--- src/rtl/agc_pkg.sv ---
// agc_pkg: shared definitions for the closed-loop AGC.
//   mode_t          : operating-mode encodings presented on i_mode
//   GAIN_ONE        : unity gain in the default gain format (F_GAIN = 12)
//   sat_signed      : clip a wide signed value into a signed field of 'width' bits
//   clamp_unsigned  : clamp a wide signed value into [lo, hi]
package agc_pkg;

    typedef enum logic [1:0] {
        MODE_TRACK    = 2'b00,
        MODE_HOLD     = 2'b01,
        MODE_FIXED    = 2'b10,
        MODE_HOLD_ALT = 2'b11
    } mode_t;

    localparam int GAIN_ONE = 4096;

    function automatic logic signed [63:0] sat_signed(input logic signed [63:0] x,
                                                      input int                  width);
        logic signed [63:0] hi;
        logic signed [63:0] lo;
        hi = (64'sd1 <<< (width - 1)) - 64'sd1;
        lo = -(64'sd1 <<< (width - 1));
        if (x > hi)
            return hi;
        else if (x < lo)
            return lo;
        else
            return x;
    endfunction

    function automatic logic signed [63:0] clamp_unsigned(input logic signed [63:0] x,
                                                          input logic signed [63:0] lo,
                                                          input logic signed [63:0] hi);
        if (x > hi)
            return hi;
        else if (x < lo)
            return lo;
        else
            return x;
    endfunction

endpackage

--- src/rtl/agc_ema.sv ---
// agc_ema: first-order exponential moving average of the output magnitude.
//   clk, reset : clock, synchronous active-high reset (envelope cleared)
//   mag        : unsigned magnitude sample, W bits
//   mag_vld    : magnitude qualifier; the envelope only moves when set
//   coef       : EMA coefficient, unsigned with F_A fraction bits
//   env        : envelope state
//   env_vld    : one-cycle strobe marking a freshly updated envelope
module agc_ema
    import agc_pkg::*;
#(
    parameter int W   = 17,
    parameter int W_A = 16,
    parameter int F_A = 14
) (
    input  logic           clk,
    input  logic           reset,
    input  logic [W-1:0]   mag,
    input  logic           mag_vld,
    input  logic [W_A-1:0] coef,
    output logic [W-1:0]   env,
    output logic           env_vld
);

    localparam logic signed [63:0] ENV_MAX = (64'sd1 <<< W) - 64'sd1;

    logic signed [63:0] env_s;
    logic signed [63:0] diff;
    logic signed [63:0] upd;

    // env + ((mag - env) * a) >>> F_A; the arithmetic shift floors toward -inf
    always_comb begin
        env_s = $signed({{(64-W){1'b0}}, env});
        diff  = $signed({{(64-W){1'b0}}, mag}) - env_s;
        upd   = (diff * $signed({{(64-W_A){1'b0}}, coef})) >>> F_A;
    end

    always_ff @(posedge clk) begin
        if (reset) begin
            env     <= '0;
            env_vld <= 1'b0;
        end else begin
            env_vld <= mag_vld;
            if (mag_vld)
                env <= W'(clamp_unsigned(env_s + upd, 64'sd0, ENV_MAX));
        end
    end

endmodule

--- src/rtl/agc_loop.sv ---
// agc_loop: closed-loop AGC for one complex I/Q channel.
//   clk, reset           : clock, synchronous active-high reset
//   i_mode               : 00 track, 01 hold, 10 fixed, 11 hold
//   i_alpha              : loop speed, F_ALPHA fraction bits
//   i_a                  : EMA coefficient, F_A fraction bits
//   i_reference          : target envelope (units of |I|+|Q|)
//   i_fixed_gain         : gain loaded every cycle in fixed mode
//   i_lock_thr           : lock window on |reference - envelope|
//   s_chans_data{I,Q}    : input sample, s_chans_valid qualifier
//   m_chans_data{I,Q}    : gained/saturated sample, m_chans_valid qualifier (2-cycle latency)
//   o_gain, o_envelope   : gain register and EMA state
//   o_locked             : LOCK_CNT consecutive in-window track updates seen
//   o_sat                : last output sample clipped in I or Q
module agc_loop
    import agc_pkg::*;
#(
    parameter int W_IN      = 16,
    parameter int W_OUT     = 16,
    parameter int W_GAIN    = 16,
    parameter int F_GAIN    = 12,
    parameter int W_ALPHA   = 16,
    parameter int F_ALPHA   = 14,
    parameter int W_A       = 16,
    parameter int F_A       = 14,
    parameter int GAIN_INIT = GAIN_ONE,
    parameter int GAIN_MIN  = 16,
    parameter int GAIN_MAX  = 65535,
    parameter int LOCK_CNT  = 64
) (
    input  logic                     clk,
    input  logic                     reset,
    input  logic [1:0]               i_mode,
    input  logic [W_ALPHA-1:0]       i_alpha,
    input  logic [W_A-1:0]           i_a,
    input  logic [W_OUT:0]           i_reference,
    input  logic [W_GAIN-1:0]        i_fixed_gain,
    input  logic [W_OUT:0]           i_lock_thr,
    input  logic signed [W_IN-1:0]   s_chans_dataI,
    input  logic signed [W_IN-1:0]   s_chans_dataQ,
    input  logic                     s_chans_valid,
    output logic signed [W_OUT-1:0]  m_chans_dataI,
    output logic signed [W_OUT-1:0]  m_chans_dataQ,
    output logic                     m_chans_valid,
    output logic [W_GAIN-1:0]        o_gain,
    output logic [W_OUT:0]           o_envelope,
    output logic                     o_locked,
    output logic                     o_sat
);

    localparam int MW = W_OUT + 1;
    localparam int CW = $clog2(LOCK_CNT + 1);
    localparam logic [CW-1:0]      CNT_MAX = CW'(LOCK_CNT);
    localparam logic signed [63:0] RND     = 64'sd1 <<< (F_GAIN - 1);

    mode_t mode;
    assign mode = mode_t'(i_mode);

    logic signed [W_IN-1:0] i_p0;
    logic signed [W_IN-1:0] q_p0;
    logic                   vld_p0;
    logic [W_GAIN-1:0]      gain;
    logic [MW-1:0]          env;
    logic                   vld_p2;
    logic [MW-1:0]          mag;
    logic [CW-1:0]          lock_cnt;

    // Stage A: capture the input sample
    always_ff @(posedge clk) begin
        if (reset)
            vld_p0 <= 1'b0;
        else
            vld_p0 <= s_chans_valid;
    end

    always_ff @(posedge clk) begin
        if (s_chans_valid) begin
            i_p0 <= s_chans_dataI;
            q_p0 <= s_chans_dataQ;
        end
    end

    // Stage B: round-half-up gain multiply, then clip to the output width
    logic signed [63:0] gain_s;
    logic signed [63:0] rnd_i, rnd_q;
    logic signed [63:0] sat_i, sat_q;

    always_comb begin
        gain_s = $signed({{(64-W_GAIN){1'b0}}, gain});
        rnd_i  = ($signed({{(64-W_IN){i_p0[W_IN-1]}}, i_p0}) * gain_s + RND) >>> F_GAIN;
        rnd_q  = ($signed({{(64-W_IN){q_p0[W_IN-1]}}, q_p0}) * gain_s + RND) >>> F_GAIN;
        sat_i  = sat_signed(rnd_i, W_OUT);
        sat_q  = sat_signed(rnd_q, W_OUT);
    end

    always_ff @(posedge clk) begin
        if (reset) begin
            m_chans_valid <= 1'b0;
            m_chans_dataI <= '0;
            m_chans_dataQ <= '0;
            o_sat         <= 1'b0;
        end else begin
            m_chans_valid <= vld_p0;
            if (vld_p0) begin
                m_chans_dataI <= sat_i[W_OUT-1:0];
                m_chans_dataQ <= sat_q[W_OUT-1:0];
                o_sat         <= (sat_i != rnd_i) || (sat_q != rnd_q);
            end
        end
    end

    // Detector: |I|+|Q| of the registered output; needs one extra bit so that
    // two full-scale negative components (2^(W_OUT-1) each) do not wrap
    logic signed [63:0] abs_i, abs_q;

    always_comb begin
        abs_i = $signed({{(64-W_OUT){m_chans_dataI[W_OUT-1]}}, m_chans_dataI});
        abs_q = $signed({{(64-W_OUT){m_chans_dataQ[W_OUT-1]}}, m_chans_dataQ});
        if (abs_i < 0)
            abs_i = -abs_i;
        if (abs_q < 0)
            abs_q = -abs_q;
        mag = MW'(abs_i + abs_q);
    end

    agc_ema #(
        .W   (MW),
        .W_A (W_A),
        .F_A (F_A)
    ) u_ema (
        .clk     (clk),
        .reset   (reset),
        .mag     (mag),
        .mag_vld (m_chans_valid),
        .coef    (i_a),
        .env     (env),
        .env_vld (vld_p2)
    );

    // Gain update: driven by the fresh envelope; stage B on the same edge
    // still sees the old gain because both read the register before the edge
    logic signed [63:0] err;
    logic signed [63:0] err_abs;
    logic signed [63:0] step;

    always_comb begin
        err     = $signed({{(64-MW){1'b0}}, i_reference}) - $signed({{(64-MW){1'b0}}, env});
        err_abs = (err < 0) ? -err : err;
        step    = (err * $signed({{(64-W_ALPHA){1'b0}}, i_alpha})) >>> F_ALPHA;
    end

    always_ff @(posedge clk) begin
        if (reset) begin
            gain <= W_GAIN'(GAIN_INIT);
        end else begin
            case (mode)
                MODE_FIXED: gain <= i_fixed_gain;
                MODE_TRACK: begin
                    if (vld_p2)
                        gain <= W_GAIN'(clamp_unsigned(gain_s + step,
                                                       64'(GAIN_MIN), 64'(GAIN_MAX)));
                end
                default:    gain <= gain;
            endcase
        end
    end

    // Lock counter only runs on track-mode updates; any other mode clears it
    always_ff @(posedge clk) begin
        if (reset || mode != MODE_TRACK) begin
            lock_cnt <= '0;
        end else if (vld_p2) begin
            if (err_abs <= $signed({{(64-MW){1'b0}}, i_lock_thr}))
                lock_cnt <= (lock_cnt == CNT_MAX) ? lock_cnt : lock_cnt + 1'b1;
            else
                lock_cnt <= '0;
        end
    end

    assign o_locked   = (lock_cnt == CNT_MAX);
    assign o_gain     = gain;
    assign o_envelope = env;

endmodule

--- config.mk ---
export PLATFORM = sky130hd
export DESIGN_NAME = agc_loop
export DESIGN_NICKNAME = d
export VERILOG_FILES = /design/src/rtl/agc_pkg.sv /design/src/rtl/agc_ema.sv /design/src/rtl/agc_loop.sv
export SDC_FILE = /design/constraint.sdc
export NUM_CORES = 2
export LEC_CHECK = 0
export CORE_UTILIZATION = 30
export DETAILED_ROUTE_END_ITERATION = 7
export SLEW_MARGIN = 15
export SYNTH_ARGS = -nofsm -noshare
export SYNTH_HDL_FRONTEND = slang
export SYNTH_SLANG_ARGS = --single-unit
--- constraint.sdc ---
create_clock -name clk -period 13.2 [get_ports clk]
set_input_delay 1.98 -clock clk [delete_from_list [all_inputs] [get_ports clk]]
set_output_delay 1.98 -clock clk [all_outputs]
set_load 0.005 [all_outputs]
Word-level counts from Yosys, hierarchy flattened:

Cells that the tools add are included.

* $add $sub $neg: 11
* multiply operators: 4
* $lt $le $gt $ge: 12
* equality and inequality tests: 6
* mux-type cells: 15
* reduce and logical (&&, ||, !) cells: 7

Operator list (count)
* 2-to-1 mux 64 bit: 5
* != test 64 x 22 -> 1 bit: 2
* multiplier 18 x 17 -> 35 bit: 2
* adder 33 x 13 -> 34 bit (second input constant): 2
* 2-to-1 mux 17 bit: 4
* multiplier 16 x 17 -> 33 bit: 2
* <= comparator 64 x 18 -> 1 bit: 1
* negator 18 -> 64 bit: 1
* > comparator 51 x 18 -> 1 bit (second input constant): 1
* < comparator 51 x 1 -> 1 bit (second input constant): 1
* 2-to-1 mux 16 bit: 3
* > comparator 22 x 16 -> 1 bit (second input constant): 2
* < comparator 22 x 16 -> 1 bit (second input constant): 2
* subtractor 17 x 17 -> 18 bit: 2
* negator 16 -> 17 bit: 2
* < comparator 16 x 1 -> 1 bit (second input constant): 2
* case mux 16 bit (2 select lines): 1
* adder 17 x 21 -> 22 bit: 1
* adder 18 x 21 -> 22 bit: 1
* > comparator 22 x 17 -> 1 bit (second input constant): 1
* < comparator 22 x 6 -> 1 bit (second input constant): 1
* < comparator 18 x 1 -> 1 bit (second input constant): 1
* adder 17 bit: 1
* 2-to-1 mux 7 bit: 2
* 9 further kinds: 12

* flip-flop bits (word level): 108
* input bits: 119
* word-level logic and storage cells: 66

Longest topological paths before layout:

* word-level depth: 9
* depth in mapped cells: 57

By module:

From an unflattened synthesis, not the netlist that was laid out.

* cells, all modules: 5509
* area, all modules: 48046.1 µm²

Modules (own cells, without submodules)
* agc_loop: times used 1, cells each 3982, area an instance 34810.9 µm², seq. area each 2122.0 µm²
* agc_ema: times used 1, cells each 1527, area an instance 13235.2 µm², seq. area each 360.3 µm²

Worst setup path after synthesis:

No wires, ideal clock.

* path type: flip-flop to flip-flop
* from: reg m_chans_dataQ[0]
* to: reg u_ema.env[14]
* setup time: 0.091 ns
* data arrival time: 12.083 ns
* data required time: 13.109 ns
* slack: 1.026 ns
* cell stages (with the launch flop): 54
* path buffers: 3
* period minus slack after synthesis: 12.174 ns
* cells stage by stage: dfxtp_1 -> inv_1 -> ha_1 -> nand2_1 -> o21ai_0 -> fa_1 -> a21o_1 -> a21oi_1 -> o21bai_1 -> a21oi_1 -> o21bai_1 -> a21oi_1 -> nor2b_1 -> o21a_1 -> o41ai_1 -> o211a_1 -> xnor2_1 -> ha_1 -> (+18 left out) -> a221o_1 -> a21oi_1 -> nand2_1 -> xor2_1 -> ha_1 -> a21o_1 -> a21o_1 -> nor2_1 -> inv_1 -> o311ai_0 -> o22ai_1 -> o41ai_1 -> nor3_1 -> a21bo_2 -> a31o_1 -> buf_6 -> buf_6 -> a311oi_1

* longest elaborated chain between the ends: 9
* elaborated cells between the ends (all ways): 11
* those cells by class: add/sub: 4; mul: 1; order compare: 3; mux: 3

RTL lines
* start, declared: RTL line agc_loop.sv:42 `output logic signed [W_OUT-1:0] m_chans_dataQ,`
* start signal, assigned: RTL line agc_loop.sv:105 `m_chans_dataQ <= sat_q[W_OUT-1:0];`
* negator 16 -> 17 bit or < comparator 16 x 1 -> 1 bit (tied branches): RTL line agc_loop.sv:121, agc_loop.sv:120
* 2-to-1 mux 17 bit (*): RTL line agc_loop.sv:120 `if (abs_q < 0)`
* adder 17 bit (*): RTL line agc_loop.sv:122 `mag = MW'(abs_i + abs_q);`
* subtractor 17 x 17 -> 18 bit (*): RTL line agc_ema.sv:33 `diff = $signed({{(64-W){1'b0}}, mag}) - env_s;`
* multiplier 18 x 17 -> 35 bit (*): RTL line agc_ema.sv:34 `upd = (diff * $signed({{(64-W_A){1'b0}}, coef})) >>> F_A;`
* adder 18 x 21 -> 22 bit (*): RTL line agc_ema.sv:44 `env <= W'(clamp_unsigned(env_s + upd, 64'sd0, ENV_MAX));`
* < comparator 51 x 1 -> 1 bit: RTL line agc_pkg.sv:36 `else if (x < lo)`
* 2-to-1 mux 17 bit: RTL line agc_pkg.sv:36
* 2-to-1 mux 17 bit (*): RTL line agc_pkg.sv:34 `if (x > hi)`
* end signal, assigned: RTL line agc_ema.sv:44
* end, declared: RTL line agc_ema.sv:20 `output logic [W-1:0] env,`

Every way passes the cells marked *; elsewhere a longest branch is shown, timed or not.
A chain may end at the register's enable or synchronous reset.

Worst setup path in the final report:

* from: reg m_chans_dataI[1]
* to: reg u_ema.env[0]

* longest elaborated chain between the ends: 9
* elaborated cells between the ends (all ways): 11
* those cells by class: add/sub: 4; mul: 1; order compare: 3; mux: 3

RTL lines
* start, declared: RTL line agc_loop.sv:41 `output logic signed [W_OUT-1:0] m_chans_dataI,`
* start signal, assigned: RTL line agc_loop.sv:104 `m_chans_dataI <= sat_i[W_OUT-1:0];`
* negator 16 -> 17 bit or < comparator 16 x 1 -> 1 bit (tied branches): RTL line agc_loop.sv:119, agc_loop.sv:118
* 2-to-1 mux 17 bit (*): RTL line agc_loop.sv:118 `if (abs_i < 0)`
* adder 17 bit (*): RTL line agc_loop.sv:122
* subtractor 17 x 17 -> 18 bit (*): RTL line agc_ema.sv:33
* multiplier 18 x 17 -> 35 bit (*): RTL line agc_ema.sv:34
* adder 18 x 21 -> 22 bit (*): RTL line agc_ema.sv:44
* < comparator 51 x 1 -> 1 bit: RTL line agc_pkg.sv:36
* 2-to-1 mux 17 bit: RTL line agc_pkg.sv:36
* 2-to-1 mux 17 bit (*): RTL line agc_pkg.sv:34

Marked as above.

==> metrics.md <==
| Metric | Value |
|---|---|
| Outcome | `finished, final reports clean` |
| Critical setup path kind | `reg2reg` |
| Cell type with the highest occurrence count on the critical path | `sky130_fd_sc_hd__fa_1` |
| Sink count of the clock tree | `108` |
| Layout Area Growth over Synthesis | `10.5%` |
| Part of the cycle the worst path needs | `0.957` |
| Launching element type of the critical path | `register` |
| Maximum fanout count along the critical path | `16` |
| Unique masters post-synth | `90` |
| Number of DRC markers after the initial detailed-route iteration | `1990` |
| Crit-path max cell delay | `720 ps` |
| Final setup violation count | `0` |
| Vias in the first global route | `40200` |
| Post-cts hold buffer count | `0` |
| Cells after Synth | `5505` |
| Dominant cell by count in the synthesized netlist | `sky130_fd_sc_hd__inv_1` |
| Synthesized flop and latch total | `108` |
| TritonCTS clock tree | `yes` |
| Sequential cell area | `2480 um2` |
| Starting density of the core | `0.303` |
| Fillcell total | `16300` |
| Nets | `7204` |
| Total gr overflow | `0` |
| Hold depth | `2` |
| Pin count of the biggest net entering global routing | `49` |
| Chip width | `402 um` |
| Synth top area share | `0.407` |
| Post-Synthesis Net Count | `7121` |
| Cell count after placement | `7640` |
| Slew HR | `0.288` |
| Cell with the largest stage delay on the worst path | `sky130_fd_sc_hd__xnor2_1` |
| Slew at the pin closest to its max-slew limit | `1060 ps` |
| Min Hold Slack | `486 ps` |
| Avg Cell Area, Syn | `8.70 um2` |
| Async SR Flop Fraction | `0` |
| Final weighted congestion in routability-driven placement | `0.901` |
| Unrepaired setup endpoints after global routing | `yes` |
| Summed instance area of the synthesized netlist | `47900 um2` |
| Commonest cells post-synth | `sky130_fd_sc_hd__inv_1 (1230), sky130_fd_sc_hd__fa_1 (975), sky130_fd_sc_hd__nand2_1 (747)` |
| H-Tree Depth | `3` |
| Max-slew violation count | `0` |
| Number of I/O port buffers | `186` |
| Final cell count without fillers | `7667` |
| Clk root buf | `sky130_fd_sc_hd__clkbuf_16` |
| Crit path time final | `12630 ps` |
| Count of TritonRoute iterations in the first routing pass | `6` |
| Die height | `402 um` |
| DIE AREA | `161000 um2` |
| Top area cells in the synthesized netlist | `sky130_fd_sc_hd__fa_1 (41%), sky130_fd_sc_hd__ha_1 (14%), sky130_fd_sc_hd__inv_1 (9.6%)` |
| Placed cell areas | `52300 um2` |
| Worst-skew pair later-pin latency | `440 ps` |
| Number of enable-type register cells in the synthesized netlist | `32` |
| Via density per instance | `4.89` |
| Max Fclk | `79.2 MHz` |
| Worst reg2reg path depth | `54` |
| Antenna-violating nets left | `0` |
| Share of layout cells above drive strength 1 | `0.0358` |
| All-Layer GR Usage | `0.176` |
| Mean routed wirelength per cell | `18.1 um` |
| Required time at the worst-slack endpoint | `13540 ps` |
| TritonCTS Buffers | `9` |
| Clock tree buffer depth | `2` |
| Final TNS setup | `0 ps` |
| Count of warnings emitted by yosys | `0` |
| Final Hold Vio Count | `0` |
| DRC violations left | `0` |
| Area occupied by multi-input gates | `40300 um2` |
| Cell type with the highest aggregate area in the netlist | `sky130_fd_sc_hd__fa_1` |
| I/O pin count | `187` |
| Area of the core region | `158000 um2` |
| DP Wirelength | `113000 um` |
| Initial antenna violation count | `9` |
| Reported max-cap violation count | `0` |
| Share of synthesized area occupied by flip-flops and latches | `0.0518` |
| Clock Pin Slew Worst Setup and Hold Paths | `100 ps` |
| Detailed-route wire length | `139000 um` |
| Worst min-delay path category | `reg2reg` |
| Critical path arrival | `12970 ps` |
| Worst Clk Skew | `15.9 ps` |
| Primary FF master, synth | `sky130_fd_sc_hd__dfxtp_1` |
| Via count | `37500` |
| First-pass GRT wire length | `224000 um` |
| Critical path capture point type | `register` |
| Total non-filler cell area in the finished layout | `52900 um2` |
| Std-Cell Rows | `146` |
## worst max-delay path, delay by kind of cell (launching register included)
kind	cells	cell delay [ps]
and+or+nand+nor	8	1520
DFF	1	340
xor gates and xnor gates	3	1480
adders and majority gates	11	4240
buffers and inverters	8	830
AOI/OAI and AO/OA	24	4120
## final timing paths
kind,endpoint,slack (ps),start
worst max-delay path,u_ema.env[0],570,m_chans_dataI[1]
worst min-delay path,lock_cnt[6],490,lock_cnt[6]
worst min register to register,lock_cnt[6],490,lock_cnt[6]
worst max register to register,u_ema.env[0],570,m_chans_dataI[1]
## what timing repair did
action | CTS | global route
setup endpoints to repair | 17 | 33
buffers inserted | 1 | 8
gates resized for setup | 2 | 59
hold endpoints to repair | 0 | 0
pin swaps | 1 | 12
## logic make-up after synthesis
group,Yosys count,share of synthesized area
flops,108,0.0518
simple gates,1640,0.167
buf+inv,1443,0.114
compound gates,629,0.0893
xor+xnor,180,0.0329
fa+ha+maj,1497,0.544
mux,8,0.00170
## routing by layer
layer / up-vias / GRT usage / part of all wire
li1: 17100 / - / -
met5: - / 0.00595 / 0.0011
met2: 1031 / 0.292 / 0.47
met1: 19100 / 0.228 / 0.42
met3: 214 / 0.0292 / 0.063
met4: 4 / 0.0697 / 0.044
## area by class of cell
type                    count  area share
inverters                1231      0.0873
clock buffers              10     0.00451
well taps                2072      0.0490
clock inverters             6     0.00109
repair buffers            284      0.0492
flip-flops and latches    108      0.0469
diodes                      2   0.0000945
multi-input cells        3954       0.762
## sequential cells by signal, indices dropped and copies added, names as in the netlist, 7 cells and up
name / flops
i_p0: 16
q_p0: 16
u_ema.env: 17
lock_cnt: 7
m_chans_dataQ: 16
m_chans_dataI: 16
o_gain: 16
## metrics by stage
step | setup slack, ps | util
2_1_floorplan | 1030 | -
5_1_grt | -73.4 | 0.334
3_3_place_gp | -19.7 | 0.330
6_report | 569 | 0.334
4_1_cts | 78.1 | 0.332
3_5_place_dp | -242 | 0.330
## cell usage in the layout, fill, tap and decap left out, types with 9 or more instances in the layout
cell type                         netlist  layout
sky130_fd_sc_hd__a211o_1               11      10
sky130_fd_sc_hd__a211oi_1              22      19
sky130_fd_sc_hd__a21boi_0              14      14
sky130_fd_sc_hd__a21o_1                75      74
sky130_fd_sc_hd__a21oi_1              145     133
sky130_fd_sc_hd__a21oi_2                0      12
sky130_fd_sc_hd__a311oi_1              20      20
sky130_fd_sc_hd__a31oi_1               16      16
sky130_fd_sc_hd__and2_1               424     423
sky130_fd_sc_hd__and3_1                20      20
sky130_fd_sc_hd__buf_4                  0      96
sky130_fd_sc_hd__clkbuf_16              0       9
sky130_fd_sc_hd__clkdlybuf4s50_1        0     184
sky130_fd_sc_hd__dfxtp_1               76      76
sky130_fd_sc_hd__edfxtp_1              32      32
sky130_fd_sc_hd__fa_1                 975     973
sky130_fd_sc_hd__ha_1                 522     520
sky130_fd_sc_hd__inv_1               1230    1230
sky130_fd_sc_hd__nand2_1              747     747
sky130_fd_sc_hd__nand2b_1              54      54
sky130_fd_sc_hd__nand3_1               49      49
sky130_fd_sc_hd__nand3b_1              13      13
sky130_fd_sc_hd__nand4_1               23      23
sky130_fd_sc_hd__nor2_1               148     148
sky130_fd_sc_hd__nor2b_1               41      41
sky130_fd_sc_hd__nor3_1                47      46
sky130_fd_sc_hd__nor4_1                12       9
sky130_fd_sc_hd__o211ai_1              18      18
sky130_fd_sc_hd__o21a_1                37      37
sky130_fd_sc_hd__o21ai_0              122     113
sky130_fd_sc_hd__o21ai_1                5      10
sky130_fd_sc_hd__o21bai_1              19      19
sky130_fd_sc_hd__o22ai_1               14      13
sky130_fd_sc_hd__o31ai_1               16      15
sky130_fd_sc_hd__or3_1                 18      18
sky130_fd_sc_hd__xnor2_1              127     117
sky130_fd_sc_hd__xor2_1                53      52
Power is not shown: default switching activity piles up to over one toggle a cycle in this logic, so the estimate is an artifact.
